**src/rtl/i2c_ram_ctrl.sv**
```systemverilog
// Bridges an I2C slave byte interface to a single-port RAM with auto-incrementing pointer.
// Writes strobe one cycle after the byte arrives; reads return the byte three cycles after byte_req_in.
module i2c_ram_ctrl #(
  parameter int ADDR_W  = 7,
  parameter int WP_BASE = 64
) (
  input  logic              clock_in,
  input  logic              reset_n_in,
  input  logic              start_in,
  input  logic              rw_in,
  input  logic              stop_in,
  input  logic              byte_valid_in,
  input  logic [7:0]        byte_in,
  input  logic              byte_req_in,
  input  logic              wp_in,
  input  logic [7:0]        ram_data_in,
  output logic              wr_en_out,
  output logic              rd_en_out,
  output logic [ADDR_W-1:0] addr_out,
  output logic [7:0]        data_out,
  output logic [7:0]        byte_out,
  output logic              byte_out_valid_out,
  output logic              nack_out,
  output logic              busy_out
);

  typedef enum logic [2:0] {
    IDLE,
    PTR,
    WRITE,
    READ,
    RD_ISSUE,
    RD_WAIT
  } state_e;

  state_e            state_q, state_d;
  logic [ADDR_W-1:0] ptr_q, ptr_d;
  logic [ADDR_W-1:0] addr_q, addr_d;
  logic [7:0]        data_q, data_d;
  logic [7:0]        byte_q, byte_d;
  logic              wr_en_q, wr_en_d;
  logic              rd_en_q, rd_en_d;
  logic              bvld_q, bvld_d;
  logic              nack_q, nack_d;

  logic [ADDR_W-1:0] ptr_inc;
  logic              wp_hit;

  assign ptr_inc = ptr_q + ADDR_W'(1);
  assign wp_hit  = wp_in && (32'(ptr_q) >= 32'(WP_BASE));

  // start beats stop, stop beats data/request events
  always_comb begin
    state_d = state_q;
    ptr_d   = ptr_q;
    addr_d  = addr_q;
    data_d  = data_q;
    byte_d  = byte_q;
    wr_en_d = 1'b0;
    rd_en_d = 1'b0;
    bvld_d  = 1'b0;
    nack_d  = 1'b0;

    if (start_in) begin
      state_d = rw_in ? READ : PTR;
    end else if (stop_in) begin
      state_d = IDLE;
    end else begin
      case (state_q)
        PTR: begin
          if (byte_valid_in) begin
            ptr_d   = byte_in[ADDR_W-1:0];
            state_d = WRITE;
          end
        end
        WRITE: begin
          if (byte_valid_in) begin
            ptr_d = ptr_inc;
            if (wp_hit) begin
              nack_d = 1'b1;
            end else begin
              wr_en_d = 1'b1;
              addr_d  = ptr_q;
              data_d  = byte_in;
            end
          end
        end
        READ: begin
          if (byte_req_in) begin
            rd_en_d = 1'b1;
            addr_d  = ptr_q;
            state_d = RD_ISSUE;
          end
        end
        RD_ISSUE: begin
          state_d = RD_WAIT;
        end
        RD_WAIT: begin
          byte_d  = ram_data_in;
          bvld_d  = 1'b1;
          ptr_d   = ptr_inc;
          state_d = READ;
        end
        default: begin
          state_d = state_q;
        end
      endcase
    end
  end

  always_ff @(posedge clock_in) begin
    if (!reset_n_in) begin
      state_q <= IDLE;
      ptr_q   <= '0;
      addr_q  <= '0;
      data_q  <= '0;
      byte_q  <= '0;
      wr_en_q <= 1'b0;
      rd_en_q <= 1'b0;
      bvld_q  <= 1'b0;
      nack_q  <= 1'b0;
    end else begin
      state_q <= state_d;
      ptr_q   <= ptr_d;
      addr_q  <= addr_d;
      data_q  <= data_d;
      byte_q  <= byte_d;
      wr_en_q <= wr_en_d;
      rd_en_q <= rd_en_d;
      bvld_q  <= bvld_d;
      nack_q  <= nack_d;
    end
  end

  assign wr_en_out          = wr_en_q;
  assign rd_en_out          = rd_en_q;
  assign addr_out           = addr_q;
  assign data_out           = data_q;
  assign byte_out           = byte_q;
  assign byte_out_valid_out = bvld_q;
  assign nack_out           = nack_q;
  assign busy_out           = (state_q != IDLE);

endmodule

```
**config.mk**
```make
export PLATFORM = sky130hd
export DESIGN_NAME = i2c_ram_ctrl
export DESIGN_NICKNAME = d
export VERILOG_FILES = /design/src/rtl/i2c_ram_ctrl.sv
export SDC_FILE = /design/constraint.sdc
export NUM_CORES = 1
export LEC_CHECK = 0
export CORE_MARGIN = 8
export CORE_UTILIZATION = 46
export DETAILED_ROUTE_END_ITERATION = 8
export PLACE_DENSITY = 0.83
export SLEW_MARGIN = 20
export SYNTH_ARGS = -nofsm -noshare
export SYNTH_HDL_FRONTEND = slang
export SYNTH_SLANG_ARGS = --single-unit
```
**constraint.sdc**
```tcl
create_clock -name clock_in -period 2.3 [get_ports clock_in]
set_input_delay 0.345 -clock clock_in [delete_from_list [all_inputs] [get_ports clock_in]]
set_output_delay 0.345 -clock clock_in [all_outputs]
set_load 0.05 [all_outputs]
```
== Word-level counts from Yosys, hierarchy flattened ==
Index checks and enable logic that the tools add are counted.

* Register bits after elaboration: 37
* Word-level logic and storage cells: 59

* Add/sub/neg operators: 1
* Order comparisons: 1
* Eq/ne operators: 11
* Muxes and demuxes: 17
* Bitwise operators: 7
* Reductions and logical operators: 13

{| class="wikitable"
|+ Operators with widths
! operator !! count
|-
| 7-bit two-way mux || 5
|-
| 7-bit case mux with 3 select lines || 1
|-
| 7-bit case mux with 2 select lines || 1
|-
| 3-bit two-way mux || 4
|-
| 3-bit case mux with 4 select lines || 1
|-
| 5-bit AND reduction || 2
|-
| 2-bit != test (second input constant) || 4
|-
| 4-bit != test (second input constant) || 2
|-
| 7-bit by 1-bit adder with 7-bit output (second input constant) || 1
|-
| 7-bit greater-or-equal comparator (second input constant) || 1
|-
| 1-bit inverter || 7
|-
| 3-bit by 2-bit equality test with 1-bit output (second input constant) || 2
|-
| 3-bit equality test (second input constant) || 2
|-
| 3-bit AND reduction || 2
|-
| 6-bit AND reduction || 1
|-
| 3-bit nonzero test || 2
|-
| 6-bit nonzero test || 1
|-
| 5-bit OR reduction || 1
|-
| 1-bit two-way mux || 4
|-
| 4-bit OR reduction || 1
|-
| 3-bit by 1-bit equality test with 1-bit output (second input constant) || 1
|-
| 3-bit OR reduction || 1
|-
| 2-bit two-way mux || 1
|-
| 2-bit nonzero test || 1
|-
| 1-bit logical AND || 1
|}

== Longest topological paths before layout ==
* Depth in word-level cells: 5
* Gate-level depth with buffers: 6
* Gate-level depth less buffers: 5

== Least setup slack after synthesis ==
OpenSTA, ideal clock, no wires.

* Kind: register -> register
* Start: register state_q[0]
* End: register ptr_q[1]
* Setup time: 0.122 ns
* Data arrival time: 1.586 ns
* Data required time: 2.178 ns
* Path slack: 0.592 ns
* Stages on the path, launching flop included: 6
* Path buffers: 1
* Clock period less this slack: 1.708 ns
* Path through: dfxtp_1 > or3b_1 > buf_2 > nand2_1 > mux2_2 > o311a_1

* Cells in the longest elaborated chain, start to end: 3
* Elaborated cells between the ends (all ways): 8
* Classes of those cells: eq/ne: 5; mux: 1; reduce/logical: 2

{| class="wikitable"
|+ Ends and longest elaborated chain
! element !! line !! source
|-
| start: declaration || 36 || <nowiki>state_e state_q, state_d;</nowiki>
|-
| start signal: assignment || 123 || <nowiki>state_q <= state_d;</nowiki>
|-
| 3-bit by 1-bit equality test with 1-bit output, or another cell as far along || 69 || <nowiki>case (state_q)</nowiki>
|-
| 2-bit != test (no line) / 3-bit nonzero test (equally long branches) || n/a ||
|-
| 5-bit AND reduction (no line) || n/a ||
|-
| end signal: assignment || 124 || <nowiki>ptr_q <= ptr_d;</nowiki>
|-
| end: declaration || 37 || <nowiki>logic [ADDR_W-1:0] ptr_q, ptr_d;</nowiki>
|}

Several ways; a longest one is shown, not always the timed one.
A chain may end at the register's enable or synchronous reset.

== Worst setup path in the final report ==
* Start: register state_q[1]
* End: register ptr_q[1]

Same word-level chain as after synthesis.

==> key figures <==
Placed design
  – PortBufs: 51
  – Hpwl dp: 3100 um
  – Final Wtd Congestion: between 0.8 and 0.9

STA
  – Final period util: about nine tenths
  – Tmin final: 2.04 ns
  – Fin. Hold Viols: 0
  – # setup viols final: 0
  – Max Slew Vio Count: 0
  – Final setup TNS: 0 ns
  – Hold WS: between 0.4 and 0.5 ns
  – RSZ-0062 raised after global routing: false
  – Layout Skew: around 0.0083 ns
  – F_max: a little under 500 MHz
  – Max_slew headroom: 42.1%
  – Worst-Margin Slew: ~0.87 ns

Power and ir drop
  – Share of power burned in the clock network: about a third
  – Power density over the cells: around 520 nW/um^2
  – Leak: just over 0.8 nW
  – Max VDD drop: roughly 0.00033 V
  – Fraction of power spent switching nets: 25.0%
  – Tot Pwr: around 1.2 mW
  – Gate power share: 11.5%
  – Power Internal: about 900 uW
  – NetSw: 299 uW
  – Reg power frac: between 50% and 60%

Synthesis
  – Synth Warn #: 0
  – Synth area leader: dfxtp_1
  – Most area-consuming cells after synthesis: dfxtp_1 44%, mux2i_1 10%, nor2b_1 7.5%, nand3_1 3.9%, a21oi_1 2.7%
  – Syn Area/Cell: roughly 9.4 sq um
  – FF+latch count, synth: 37
  – Yosys top cell area share: 44.2%
  – Top_reg_cell synth: dfxtp_1
  – Register area share after synthesis: about 44%
  – Synth cell types: 40
  – Number of synthesized flops with an enable pin: 0
  – Post-synthesis cell area: roughly 1700 sq um
  – Async SR Flop Fraction: 0%
  – Net count after synthesis: between 200 and 250
  – Syn Inst Count: approximately 180

Clocking
  – Htree depth: 2
  – Clk Latency, worst-skew pair: 0.35 ns
  – Clk Tree Root Cell: clkbuf_4
  – CTS buffer count: 5
  – CTS Buffer Depth: 2
  – Worst-path clk slew: 0.11 ns
  – Post-CTS Hold Buffers: 0
  – CTS Sinks: 37
  – CTS resizes: 0
  – CTS tree: done
  – Setup repair bufs after CTS: 0

Floorplanning
  – Total die area: 5830 sq um
  – Die Wd: 76.4 um
  – Placeable Area: 3580 sq um
  – Chip height: 76.4 um
  – Initial Util: between 40 and 50%
  – # IOs: between 50 and 60
  – Core Rows: 22

Min path
  – Hold crit path type: register to register

Detailed routing
  – DR iter-0 viols: 109
  – Vias: 1500
  – Drt drc: 0
  – DR WL/cell: approximately 15 um
  – DRT Wirelength: around 4200 um
  – Final ANT Viol Nets: 0
  – Pre-Repair DR Iteration Count: 4
  – Vias per cell: 5.40

Worst setup path
  – Crit. End Element: register
  – Crit path kind: register to register
  – Crit path launch type: register
  – Critical path arrival: 2.29 ns
  – Worst-path fanout max: 12
  – WP data required: roughly 2.6 ns

Status
  – Status: finished, final reports clean

GRT
  – GRT Resource Usage Total: between 10 and 15%
  – Global-route wire length before repair: roughly 7200 um
  – Vias in the first global route: 1500
  – Antenna violations before repair: 0
  – Total grt overflow: 0
  – Largest net degree at the start of global routing: 17

Cells and area
  – Final #Nets: roughly 250
  – ANT cells: 0
  – Layout cells sized above 1: 9.13%
  – Post-synthesis to final-layout area growth: 36.5%

Job
  – Max cap viols: 0
-- layer usage --
layer  up-vias  share of wire, %  wire [um]  track usage, %
li1        745                 -          -               -
met1       696                44       1830            16.4
met2        49                47       1970            23.9
met3        10               7.3        308            5.78
met4         0               2.2         92            7.50
met5         -                 0          0               0
-- cell usage after synthesis (all sizes together) (3+ instances only) --
library cell  number
dfxtp             37
nor2b             20
mux2i             17
nand3             14
nand2             11
a21oi              9
o21ai              9
a211oi             6
buf                6
nor2               6
clkbuf             5
o22ai              5
nand2b             3
nor3               3
-- per-stage QoR --
step / util (%) / area [sq um] / setup slack [ns] / std cells
after CTS: 63.9 / 2290 / 0.0740 / 278
after floorplan: - / 1680 / 0.592 / 178
after global routing: 64.0 / 2290 / 0.181 / 278
after global placement: 61.9 / 2220 / 0.311 / 270
after detailed placement: 61.9 / 2220 / 0.190 / 270
final: 64.0 / 2290 / 0.257 / 278
-- worst max-delay path, stage by stage, from the launching register on --
cell and delay, ns:
dfxtp_1 0.54, or3b_1 0.50, nand2_1 0.25, mux2_2 0.37, o311a_1 0.28
-- worst paths after layout --
check                                 from                  endpoint  slack, ns  cells past startpoint
hold / removal    addr_out[6]$_SDFFE_PN0P_  addr_out[6]$_SDFFE_PN0P_       0.49                      2
setup reg to reg   state_q[1]$_SDFFE_PN0P_     ptr_q[1]$_SDFFE_PN0P_       0.26                      4
hold reg to reg   addr_out[6]$_SDFFE_PN0P_  addr_out[6]$_SDFFE_PN0P_       0.49                      2
setup / recovery   state_q[1]$_SDFFE_PN0P_     ptr_q[1]$_SDFFE_PN0P_       0.26                      4
-- registers in the layout (all words and copies together) (netlist names) --
name and flops:
byte_out_valid_out 1, data_out 8, ptr_q 7, nack_out 1, wr_en_out 1, byte_out 8, addr_out 7, rd_en_out 1
state_q 3
-- power groups by stage --
stage / clock [mW] / sequential (mW) / combinational [mW]
2_1_floorplan: 0 / 0.671 / 0.0726
3_3_place_gp: 0 / 0.671 / 0.136
3_5_place_dp: 0 / 0.671 / 0.137
4_1_cts: 0.407 / 0.657 / 0.138
5_1_grt: 0.431 / 0.659 / 0.149
6_report: 0.401 / 0.657 / 0.138
-- cells in the final DEF (no fill, tap or decap), types with 2 or more instances in the layout --
| cell | n |
|---|---|
| nor3_1 | 3 |
| a211oi_1 | 6 |
| o2111ai_1 | 2 |
| o21ai_0 | 9 |
| clkbuf_8 | 2 |
| nand2_1 | 11 |
| buf_4 | 4 |
| a21oi_1 | 9 |
| dfxtp_1 | 37 |
| mux2i_1 | 17 |
| a2111oi_0 | 2 |
| nor3b_1 | 2 |
| o22ai_1 | 5 |
| clkdlybuf4s50_1 | 50 |
| nor2b_1 | 20 |
| o21bai_1 | 2 |
| nand2b_1 | 3 |
| nor2_1 | 5 |
| nand3_1 | 13 |
| clkbuf_4 | 5 |
-- area by class of cell --
class,count,area (sq um)
Clock inverter,1,5.00
Fill cell,316,1290
Sequential cell,37,741
Multi-Input combinational cell,130,875
Clock buffer,7,65.1
Timing Repair Buffer,55,543
Tap cell,48,60.1
-- cell families (layout without fill, tap and decap cells) --
| family | after synthesis | count (layout) | share of synthesized area, % |
|---|---|---|---|
| AND/OR/NAND/NOR | 69 | 69 | 24.1 |
| buffers and inverters | 11 | 63 | 3.66 |
| AO/OA/AOI/OAI | 42 | 42 | 16.5 |
| adder cells (fa/ha/maj) | 1 | 1 | 0.746 |
| multiplexers | 18 | 18 | 10.8 |
| flip-flops | 37 | 37 | 44.2 |
Note: power is estimated with default switching activity, not from simulation.
